## config.mk

```make
export PLATFORM = sky130hd
export DESIGN_NAME = lzoc_pipe
export DESIGN_NICKNAME = d
export VERILOG_FILES = /design/src/rtl/lzoc_pkg.sv /design/src/rtl/lzoc_stage.sv /design/src/rtl/lzoc_pipe.sv
export SDC_FILE = /design/constraint.sdc
export NUM_CORES = 1
export LEC_CHECK = 0
export CAP_MARGIN = 20
export CORE_UTILIZATION = 40
export DETAILED_ROUTE_END_ITERATION = 10
export DONT_BUFFER_PORTS = 1
export GPL_ROUTABILITY_DRIVEN = 0
export MAX_ROUTING_LAYER = met4
export SLEW_MARGIN = 5
export SYNTH_ARGS = -nofsm -noshare
export SYNTH_HDL_FRONTEND = slang
export SYNTH_SLANG_ARGS = --single-unit
```

## constraint.sdc

```tcl
create_clock -name clk -period 3.1 [get_ports clk]
set_input_delay 0.31 -clock clk [delete_from_list [all_inputs] [get_ports clk]]
set_output_delay 0.31 -clock clk [all_outputs]
set_load 0.05 [all_outputs]
```

## src/rtl/lzoc_pkg.sv

```systemverilog
// Shared types and helpers for the pipelined leading/trailing zero/one counter.
package lzoc_pkg;

    // Per-operand counting mode; it is consumed by the stage-0 normaliser.
    typedef struct packed {
        logic ones;   // 1 = count ones, 0 = count zeros
        logic trail;  // 1 = count from LSB, 0 = count from MSB
    } lzoc_mode_t;

    // Width of a run-length count able to hold 0..w inclusive.
    function automatic int lzoc_cnt_w(input int w);
        return $clog2(w) + 32'sd1;
    endfunction

endpackage

```

## src/rtl/lzoc_stage.sv

```systemverilog
// One binary-search step of the leading-zero counter with its pipeline register.
// Optional feature: LZOC_NORM_EN carries and incrementally shifts the normalised operand.
module lzoc_stage
    import lzoc_pkg::*;
#(
    parameter int DATA_WIDTH = 16,
    parameter int TAG_WIDTH  = 4,
    parameter int WIN        = 16
) (
    input  logic                                clk,
    input  logic                                rst_n,
    input  logic                                flush_i,
    input  logic                                up_valid_i,
    input  logic [WIN-1:0]                      up_win_i,
    input  logic [lzoc_cnt_w(DATA_WIDTH)-1:0]   up_cnt_i,
    input  logic [TAG_WIDTH-1:0]                up_tag_i,
`ifdef LZOC_NORM_EN
    input  logic [DATA_WIDTH-1:0]               up_norm_i,
    output logic [DATA_WIDTH-1:0]               norm_o,
`endif
    input  logic                                dn_ready_i,
    output logic                                valid_o,
    output logic [WIN/2-1:0]                    win_o,
    output logic [lzoc_cnt_w(DATA_WIDTH)-1:0]   cnt_o,
    output logic [TAG_WIDTH-1:0]                tag_o
);

    localparam int CW   = lzoc_cnt_w(DATA_WIDTH);
    localparam int HALF = WIN / 2;
    localparam int BIT  = $clog2(WIN) - 1;   // count bit resolved by this step

    logic                 upper_zero_s;
    logic                 load_s;
    logic                 valid_q, valid_d;
    logic [HALF-1:0]      win_q, win_d;
    logic [CW-1:0]        cnt_q, cnt_d;
    logic [TAG_WIDTH-1:0] tag_q;
`ifdef LZOC_NORM_EN
    logic [DATA_WIDTH-1:0] norm_q, norm_d;
`endif

    assign upper_zero_s = ~|up_win_i[WIN-1:HALF];
    // Load when empty or when the current contents leave this cycle.
    assign load_s       = ~valid_q | dn_ready_i;

    // Search step: keep the half that still holds the first set bit.
    always_comb begin
        win_d = up_win_i[HALF-1:0];
        if (upper_zero_s) begin
            win_d = up_win_i[HALF-1:0];
        end else begin
            win_d = up_win_i[WIN-1:HALF];
        end
        cnt_d      = up_cnt_i;
        cnt_d[BIT] = upper_zero_s;
`ifdef LZOC_NORM_EN
        if (upper_zero_s) begin
            norm_d = up_norm_i << HALF;
        end else begin
            norm_d = up_norm_i;
        end
`endif
    end

    // Next valid: flush empties, a load takes the upstream valid, else hold.
    always_comb begin
        if (flush_i) begin
            valid_d = 1'b0;
        end else if (load_s) begin
            valid_d = up_valid_i;
        end else begin
            valid_d = valid_q;
        end
    end

    // Occupancy flag; the only state in this stage that needs a reset.
    always_ff @(posedge clk or negedge rst_n) begin
        if (!rst_n) begin
            valid_q <= 1'b0;
        end else begin
            valid_q <= valid_d;
        end
    end

    // Payload registers; contents are meaningless while valid_q is low.
    always_ff @(posedge clk) begin
        if (load_s && up_valid_i) begin
            win_q  <= win_d;
            cnt_q  <= cnt_d;
            tag_q  <= up_tag_i;
`ifdef LZOC_NORM_EN
            norm_q <= norm_d;
`endif
        end
    end

    assign valid_o = valid_q;
    assign win_o   = win_q;
    assign cnt_o   = cnt_q;
    assign tag_o   = tag_q;
`ifdef LZOC_NORM_EN
    assign norm_o  = norm_q;
`endif

endmodule

```

## src/rtl/lzoc_pipe.sv

```systemverilog
// Pipelined leading/trailing zero/one counter with valid/ready flow control.
// Stage 0 normalises (invert/reverse) so all later stages count leading zeros.
// Optional feature: define LZOC_NORM_EN to add the out_norm port and shift datapath.
module lzoc_pipe
    import lzoc_pkg::*;
#(
    parameter int DATA_WIDTH = 16,
    parameter int TAG_WIDTH  = 4
) (
    input  logic                                clk,
    input  logic                                rst_n,
    input  logic                                flush,
    input  logic                                in_valid,
    output logic                                in_ready,
    input  logic [DATA_WIDTH-1:0]               in_data,
    input  logic                                in_ones,
    input  logic                                in_trail,
    input  logic [TAG_WIDTH-1:0]                in_tag,
    output logic                                out_valid,
    input  logic                                out_ready,
    output logic [lzoc_cnt_w(DATA_WIDTH)-1:0]   out_cnt,
    output logic                                out_all,
`ifdef LZOC_NORM_EN
    output logic [DATA_WIDTH-1:0]               out_norm,
`endif
    output logic [TAG_WIDTH-1:0]                out_tag
);

    localparam int K  = $clog2(DATA_WIDTH);
    localparam int CW = lzoc_cnt_w(DATA_WIDTH);

    if ((DATA_WIDTH < 2) || ((DATA_WIDTH & (DATA_WIDTH - 1)) != 0)) begin : g_bad_width
        $error("lzoc_pipe: DATA_WIDTH must be a power of two >= 2");
    end

    lzoc_mode_t            mode_s;
    logic [DATA_WIDTH-1:0] inv_s, s0_data_d;
    logic                  s0_valid_q, s0_valid_d;
    logic [DATA_WIDTH-1:0] s0_data_q;
    logic [TAG_WIDTH-1:0]  s0_tag_q;

    // Stage valids (bit 0 = stage 0) and the ready each stage sees from downstream.
    logic [K:0]            valid_vec_s;
    logic [K+1:0]          rdy_vec_s;
    // Remaining windows of stages 1..K packed back to back (DW/2 + DW/4 + ... + 1).
    logic [DATA_WIDTH-2:0] win_all_s;
    logic [CW-1:0]         cnt_s [0:K];
    logic [TAG_WIDTH-1:0]  tag_s [0:K];
`ifdef LZOC_NORM_EN
    logic [DATA_WIDTH-1:0] norm_s [0:K];
`endif

    assign mode_s.ones  = in_ones;
    assign mode_s.trail = in_trail;

    // Normalise the operand so downstream only ever counts leading zeros.
    always_comb begin
        inv_s     = mode_s.ones ? ~in_data : in_data;
        s0_data_d = inv_s;
        if (mode_s.trail) begin
            for (int i = 0; i < DATA_WIDTH; i++) begin
                s0_data_d[i] = inv_s[DATA_WIDTH-1-i];
            end
        end else begin
            s0_data_d = inv_s;
        end
    end

    // Ready chain without a recursive net: stage i may load unless it and
    // every stage after it are full and the output is stalled.
    always_comb begin
        logic full_s;
        full_s          = ~out_ready;
        rdy_vec_s       = '0;
        rdy_vec_s[K+1]  = out_ready;
        for (int i = K; i >= 0; i--) begin
            full_s       = full_s & valid_vec_s[i];
            rdy_vec_s[i] = ~full_s;
        end
    end

    assign in_ready = ~flush & rdy_vec_s[0];

    // Stage-0 next valid: flush empties, a free slot takes the offered operand.
    always_comb begin
        if (flush) begin
            s0_valid_d = 1'b0;
        end else if (rdy_vec_s[0]) begin
            s0_valid_d = in_valid;
        end else begin
            s0_valid_d = s0_valid_q;
        end
    end

    // Stage-0 occupancy flag.
    always_ff @(posedge clk or negedge rst_n) begin
        if (!rst_n) begin
            s0_valid_q <= 1'b0;
        end else begin
            s0_valid_q <= s0_valid_d;
        end
    end

    // Stage-0 payload, captured on an accepted handshake.
    always_ff @(posedge clk) begin
        if (in_valid && in_ready) begin
            s0_data_q <= s0_data_d;
            s0_tag_q  <= in_tag;
        end
    end

    assign valid_vec_s[0] = s0_valid_q;
    assign cnt_s[0]       = '0;
    assign tag_s[0]       = s0_tag_q;
`ifdef LZOC_NORM_EN
    assign norm_s[0]      = s0_data_q;
`endif

    for (genvar k = 1; k <= K; k++) begin : g_st
        localparam int WIN     = DATA_WIDTH >> (k - 1);
        localparam int OFF     = DATA_WIDTH - (DATA_WIDTH >> (k - 1));
        localparam int OFF_PRV = DATA_WIDTH - (DATA_WIDTH >> (k - 2 < 0 ? 0 : k - 2));
        logic [WIN-1:0] up_win_s;

        if (k == 1) begin : g_first
            assign up_win_s = s0_data_q;
        end else begin : g_next
            assign up_win_s = win_all_s[OFF_PRV + WIN - 1 : OFF_PRV];
        end

        lzoc_stage #(
            .DATA_WIDTH (DATA_WIDTH),
            .TAG_WIDTH  (TAG_WIDTH),
            .WIN        (WIN)
        ) u_stage (
            .clk        (clk),
            .rst_n      (rst_n),
            .flush_i    (flush),
            .up_valid_i (valid_vec_s[k-1]),
            .up_win_i   (up_win_s),
            .up_cnt_i   (cnt_s[k-1]),
            .up_tag_i   (tag_s[k-1]),
`ifdef LZOC_NORM_EN
            .up_norm_i  (norm_s[k-1]),
            .norm_o     (norm_s[k]),
`endif
            .dn_ready_i (rdy_vec_s[k+1]),
            .valid_o    (valid_vec_s[k]),
            .win_o      (win_all_s[OFF + WIN/2 - 1 : OFF]),
            .cnt_o      (cnt_s[k]),
            .tag_o      (tag_s[k])
        );
    end

    assign out_valid = valid_vec_s[K];

    // Output view: the last remaining bit decides the all-matched case;
    // everything is forced to zero while no result is held.
    always_comb begin
        out_cnt  = '0;
        out_all  = 1'b0;
        out_tag  = '0;
`ifdef LZOC_NORM_EN
        out_norm = '0;
`endif
        if (valid_vec_s[K]) begin
            out_all = ~win_all_s[DATA_WIDTH-2];
            out_tag = tag_s[K];
            if (~win_all_s[DATA_WIDTH-2]) begin
                out_cnt = CW'(DATA_WIDTH);
            end else begin
                out_cnt  = cnt_s[K];
`ifdef LZOC_NORM_EN
                out_norm = norm_s[K];
`endif
            end
        end else begin
            out_cnt = '0;
        end
    end

endmodule

```

==> results of run 1 <==
[synthesized netlist by cell type (2+ instances only)]
library cell	n	area, um^2
nor4_4	3	63.8
a21o_1	5	37.5
a41o_1	8	80.1
nor2_1	6	22.5
dfrtp_1	5	125
and3_1	4	25.0
xnor2_1	16	140
buf_4	2	15.0
mux2i_1	16	160
a21oi_1	3	15.0
nand2b_1	3	18.8
edfxtp_1	61	1830
and2_1	7	43.8
o31ai_1	2	15.0
inv_1	14	52.6
a31oi_1	2	12.5
[through the flow]
step | std cells | hold slack (ps) | instance area, um^2
detailed placement | 244 | 14.5 | 2830
global route | 261 | 11.5 | 3050
global placement | 244 | 14.5 | 2830
CTS | 261 | 20.7 | 3050
floorplan | 169 | 14.4 | 2750
finish | 261 | 39.9 | 3050
[layout by cell type, fill, tap and decap left out, types with 5 or more instances in the layout]
cell and n:
a21o_1 5, a41o_1 8, and2_1 7, clkbuf_8 9, dfrtp_1 5, edfxtp_1 61
inv_1 14, mux2i_1 16, nor2_1 6, xnor2_1 16
[per-layer routing]
layer,share of wire,vias up,track usage
met1,0.36,623,0.104
met5,0,-,-
met2,0.57,41,0.211
met3,0.057,4,0.0564
met4,0.013,0,0.0678
li1,-,647,-
[state kept, by name (all words and copies together), names as in the netlist]
register	count
g_st.up_win_s	16
g_st.u_stage.win_o	15
g_st.u_stage.valid_o	4
s0_tag_q	4
s0_valid_q	1
g_st.u_stage.cnt_o	10
g_st.u_stage.tag_o	16
[logic make-up (layout without fill, tap and decap cells)]
logic type | count (synthesis) | in the layout | share of synthesized area
muxes | 16 | 16 | 0.0582
and+or+nand+nor | 29 | 29 | 0.0786
AOI/OAI and AO/OA | 22 | 22 | 0.0627
xor gates and xnor gates | 16 | 16 | 0.0509
buffers and inverters | 20 | 35 | 0.0391
DFF | 66 | 66 | 0.711
[timing repair]
item                                   4_1_cts  5_1_grt
gates resized for setup                      0        0
setup endpoints to repair                    0        0
buffers inserted                             0        0
hold buffers                                 1        0
endpoints found under the hold margin        5        0
[where the power goes]
group / internal [mW] / switching, mW / total (mW)
registers: 1.02 / 0.0269 / 1.05
logic: 0.0464 / 0.0446 / 0.0910
clock network: 0.447 / 0.292 / 0.739
[path summary, 6_finish.rpt]
kind                                          from                       end  slack [ps]
hold reg to reg                        s0_tag_q[1]  g_st[1].u_stage.tag_o[1]         410
max in group asynchronous                    rst_n                s0_valid_q        2630
min in group asynchronous                    rst_n   g_st[2].u_stage.valid_o         280
setup / recovery           g_st[4].u_stage.valid_o                  in_ready         940
setup reg to reg           g_st[4].u_stage.valid_o  g_st[2].u_stage.win_o[1]        1050
hold / removal                               flush   g_st[4].u_stage.valid_o          40
[worst reg2reg max path: stages (launching register included)]
cell and delay, ps:
dfrtp_1 670, and4b_1 420, nor2_1 590
[final cells by class]
type,instances,area [um^2]
fillers,556,3440
flip-flops and latches,66,1960
multi-input cells,83,698
clock buffers,10,128
well taps,77,96.3
clock inverters,6,81.3
inverters,14,52.6
repair buffers,5,40.0
==> run summary, run 1 <==
crit end category: primary output
vias in the first global route: 1418
largest stage delay on the critical path: 820 ps
initial antenna violation count: 0
Critical Path RT: 2790 ps
CP max FO: 14
P&R area growth vs syn: 10.9%
Setup Skew: 8.25 ps
Worst Hold Class: input pin to register
final hold viol count: 0
synth unique cells: 28
total number of vias: 1315
vias per cell: 5.04
Final WS setup: 939 ps
Pre-antenna DRT Iters: 9
Primary FF master, synth: edfxtp_1
CTS H-tree lvls: 3
TritonCTS clock tree: built
die height: 85.0 um
CTS buffer count: 9
TNS Setup: 0 ps
grt total ovfl: 0
largest net degree at the start of global routing: 21
post-layout min period: 2160 ps
failing checks: DRC
fin. max-slew vios: 0
PortBufs: 0
Setup WS pre-CTS: 1030 ps
outcome: complete, but fails checks
die width: 85.0 um
sequential fraction of the synthesis area: 0.711
Starting Density: 0.424
Clk Tree Root Cell: clkbuf_8
residual DRC count: 2
# rows: 29
Overall Power: 1.88 mW
PwrDens: 614 nW/um^2
crit start category: register
hold path cells: 1
CP arrival: 1850 ps
final setup fails: 0
post-synth net total: 196
CTS max path bufs: 2
CP cell instances: and4b_1 -> a31oi_1 -> buf_4
Nets: 206
I/O pin count: 39
Critical-path top delay cell: dfrtp_1
async set-reset flop share out of synthesis: 0.0758
detailed-route wire length: 3630 um
Clk Latency, worst-skew pair: 330 ps
ANT cells: 0
Slew @ Worst Pin: 753 ps
Leak: 1.14 nW
Syn Inst Count: 169
Setup Crit Path Kind: register to primary output
clock sink count: 66
Clock transition at path regs: 60 ps
Routed WL per cell: 13.9 um
maximum VDD drop: 0.234 mV
DP Wirelength: 2660 um
ratio of cells with drive above 1 in the final layout: 0.125
Syn Area/Cell: 16.3 um^2
Synth Warn #: 0
1st-iter DRT viols: 65
EDFF count, synth: 61
f_max: 463 MHz
RSZ-0062 raised after global routing: no
gr usage total: 0.120
Final Util: 0.470
worst path buffer plus inverter count: 1
Max Cap Violations: 0
Top Family by Delay on Critical Path: flip-flops
WP depth: 3
Die Area: 7220 um^2
first-pass GRT wire length: 6130 um
Final ANT Viol Nets: 0
synthesized area: 2750 um^2
fin crit share: 0.697
relative slew slack: 0.496
CORE AREA: 6490 um^2
flops & latches, synth: 66
R2R cell count: 2
Note: power is estimated with default switching activity, not from simulation.
==> run 2, diff against run 1 <==
==> constraint.sdc (replaced) <==
create_clock -name clk -period 2.25 [get_ports clk]
set_input_delay 0.225 -clock clk [delete_from_list [all_inputs] [get_ports clk]]
set_output_delay 0.225 -clock clk [all_outputs]
set_load 0.05 [all_outputs]
==> run summary, run 2 (same netlist as run 1, synthesis figures left out) <==
outcome: complete, but fails checks
failing checks: DRC
placed cells: 246 (+0.82%)
die height: 85.0 um (unchanged)
Max Cap Violations: 0 (unchanged)
clock sink count: 66 (unchanged)
setup bufs post-CTS: 0 (unchanged)
Comb power frac: 0.052 (+0.003)
Die Area: 7220 um^2 (unchanged)
CTS H-tree lvls: 3 (unchanged)
TNS Setup: 0 ps (unchanged)
Setup Crit Path Kind: register to primary output
CP cell instances: and4b_1 -> a31oi_1 -> buf_4
PwrDens: 835 nW/um^2 (+36%)
worst path buffer plus inverter count: 1 (unchanged)
maximum VDD drop: 0.358 mV (+53%)
Critical-path top delay cell: dfrtp_1
P&R area growth vs syn: 13.2%
first-pass GRT wire length: 5950 um (-2.9%)
vias in the first global route: 1328 (-6.3%)
Pre-antenna DRT Iters: 8 (-1)
crit end category: primary output
Worst Hold Class: input pin to register
final setup fails: 0 (unchanged)
Final Util: 0.480 (+0.0100)
final hold viol count: 0 (unchanged)
DP Wirelength: 2640 um (-0.93%)
Clk network pwr share: 0.395 (about the same)
largest net degree at the start of global routing: 21 (unchanged)
Starting Density: 0.424 (unchanged)
post-cts sizing count: 0 (unchanged)
I/O pin count: 39 (unchanged)
Leak: 1.17 nW (+2.8%)
NetSw: 515 uW (+42%)
CP max FO: 14 (unchanged)
largest stage delay on the critical path: 500 ps (-320 ps)
CP arrival: 1570 ps (-280 ps)
Routed WL per cell: 13.6 um (-2.1%)
fillers: 549 (-1.3%)
switch share: 0.198 (+0.00404)
Critical Path RT: 2030 ps (-760 ps)
residual DRC count: 2 (unchanged)
fin. max-slew vios: 0 (unchanged)
CTS max path bufs: 2 (unchanged)
fin crit share: 0.798
Clock transition at path regs: 70 ps (about the same)
f_max: 557 MHz
initial antenna violation count: 0 (unchanged)
# rows: 29 (unchanged)
commonest non-fill, non-tap cell in the layout: edfxtp_1
Layout Cells excl Fill: 268 (+2.7%)
1st-iter DRT viols: 60 (-7.7%)
total number of vias: 1358 (+3.3%)
Clk Tree Root Cell: clkbuf_8
gr usage total: 0.118 (-0.00171)
CORE AREA: 6490 um^2 (unchanged)
vias per cell: 5.07 (+0.57%)
die width: 85.0 um (unchanged)
relative slew slack: 0.673 (+0.177)
crit start category: register
Final ANT Viol Nets: 0 (unchanged)
grt total ovfl: 0 (unchanged)
Nets: 213 (+3.4%)
RSZ-0062 raised after global routing: no
Overall Power: 2.60 mW (+39%)
CTS buffer count: 9 (unchanged)
ANT cells: 0 (unchanged)
PortBufs: 0 (unchanged)
Setup Skew: 7.27 ps (-0.977 ps)
TritonCTS clock tree: built
post-layout min period: 1800 ps
share of power burned in registers: 0.552 (-0.005)
most frequent cells in the layout: edfxtp_1 (61), mux2i_1 (16), xnor2_1 (16), inv_1 (14), clkbuf_8 (9)
Slew @ Worst Pin: 491 ps (-261 ps)
ratio of cells with drive above 1 in the final layout: 0.131 (+0.00589)
Clk Latency, worst-skew pair: 330 ps (about the same)
cell-internal power: 2.09 mW (+38%)
Top Family by Delay on Critical Path: flip-flops
detailed-route wire length: 3640 um (+0.50%)
Post-CTS Hold Fix Bufs: 6 (+5)
==> run 2: cell type report <==
class | count | area (um^2) | area share
clock buffers | 10 | 128 | 0.0409
clock inverters | 6 | 81.3 | 0.0261
inverters | 14 | 52.6 | 0.0169
multi-input cells | 83 | 698 | 0.224
flip-flops and latches | 66 | 1960 | 0.628
well taps | 77 | 96.3 | 0.0309
repair buffers | 12 | 105 | 0.0337
==> run 2: path summary, 6_finish.rpt <==
check	start	to	slack [ps]	cells past startpoint
min	in_valid	s0_valid_q	80	2
min reg2reg	g_st[3].u_stage.tag_o[2]	g_st[4].u_stage.tag_o[2]	420	0
max reg2reg	g_st[4].u_stage.valid_o	g_st[1].up_win_s[2]	640	3
max in group asynchronous	rst_n	s0_valid_q	1880	1
max	g_st[4].u_stage.valid_o	in_ready	450	3
min in group asynchronous	rst_n	g_st[2].u_stage.valid_o	180	1
==> run 2: routing by layer <==
layer	routed length [um]	global-route usage	vias up
li1	-	-	663
met1	1410	0.106	640
met2	1970	0.195	47
met3	185	0.0486	8
met4	75	0.0986	0
met5	0	-	-
==> run 2: worst reg2reg max path, cell delays in order (launching register included) <==
cell and delay, ps:
dfrtp_1 500, and4b_1 330, a31oi_2 190, buf_4 280
==> run 2: power by group through the flow <==
stage / registers (mW) / clock network (mW) / logic [mW]
after detailed placement: 1.47 / 0 / 0.126
after floorplan: 1.46 / 0 / 0.121
after global placement: 1.46 / 0 / 0.121
after global routing: 1.44 / 1.12 / 0.149
final: 1.44 / 1.03 / 0.136
after CTS: 1.44 / 1.07 / 0.138
==> run 2: metrics by stage <==
step	hold slack (ps)	worst slack (ps)	area (um^2)
floorplan	-70.6	10.4	2760
global placement	-70.5	666	2850
detailed placement	-70.5	654	2850
CTS	56.8	436	3120
global route	61.0	390	3120
finish	82.9	454	3120
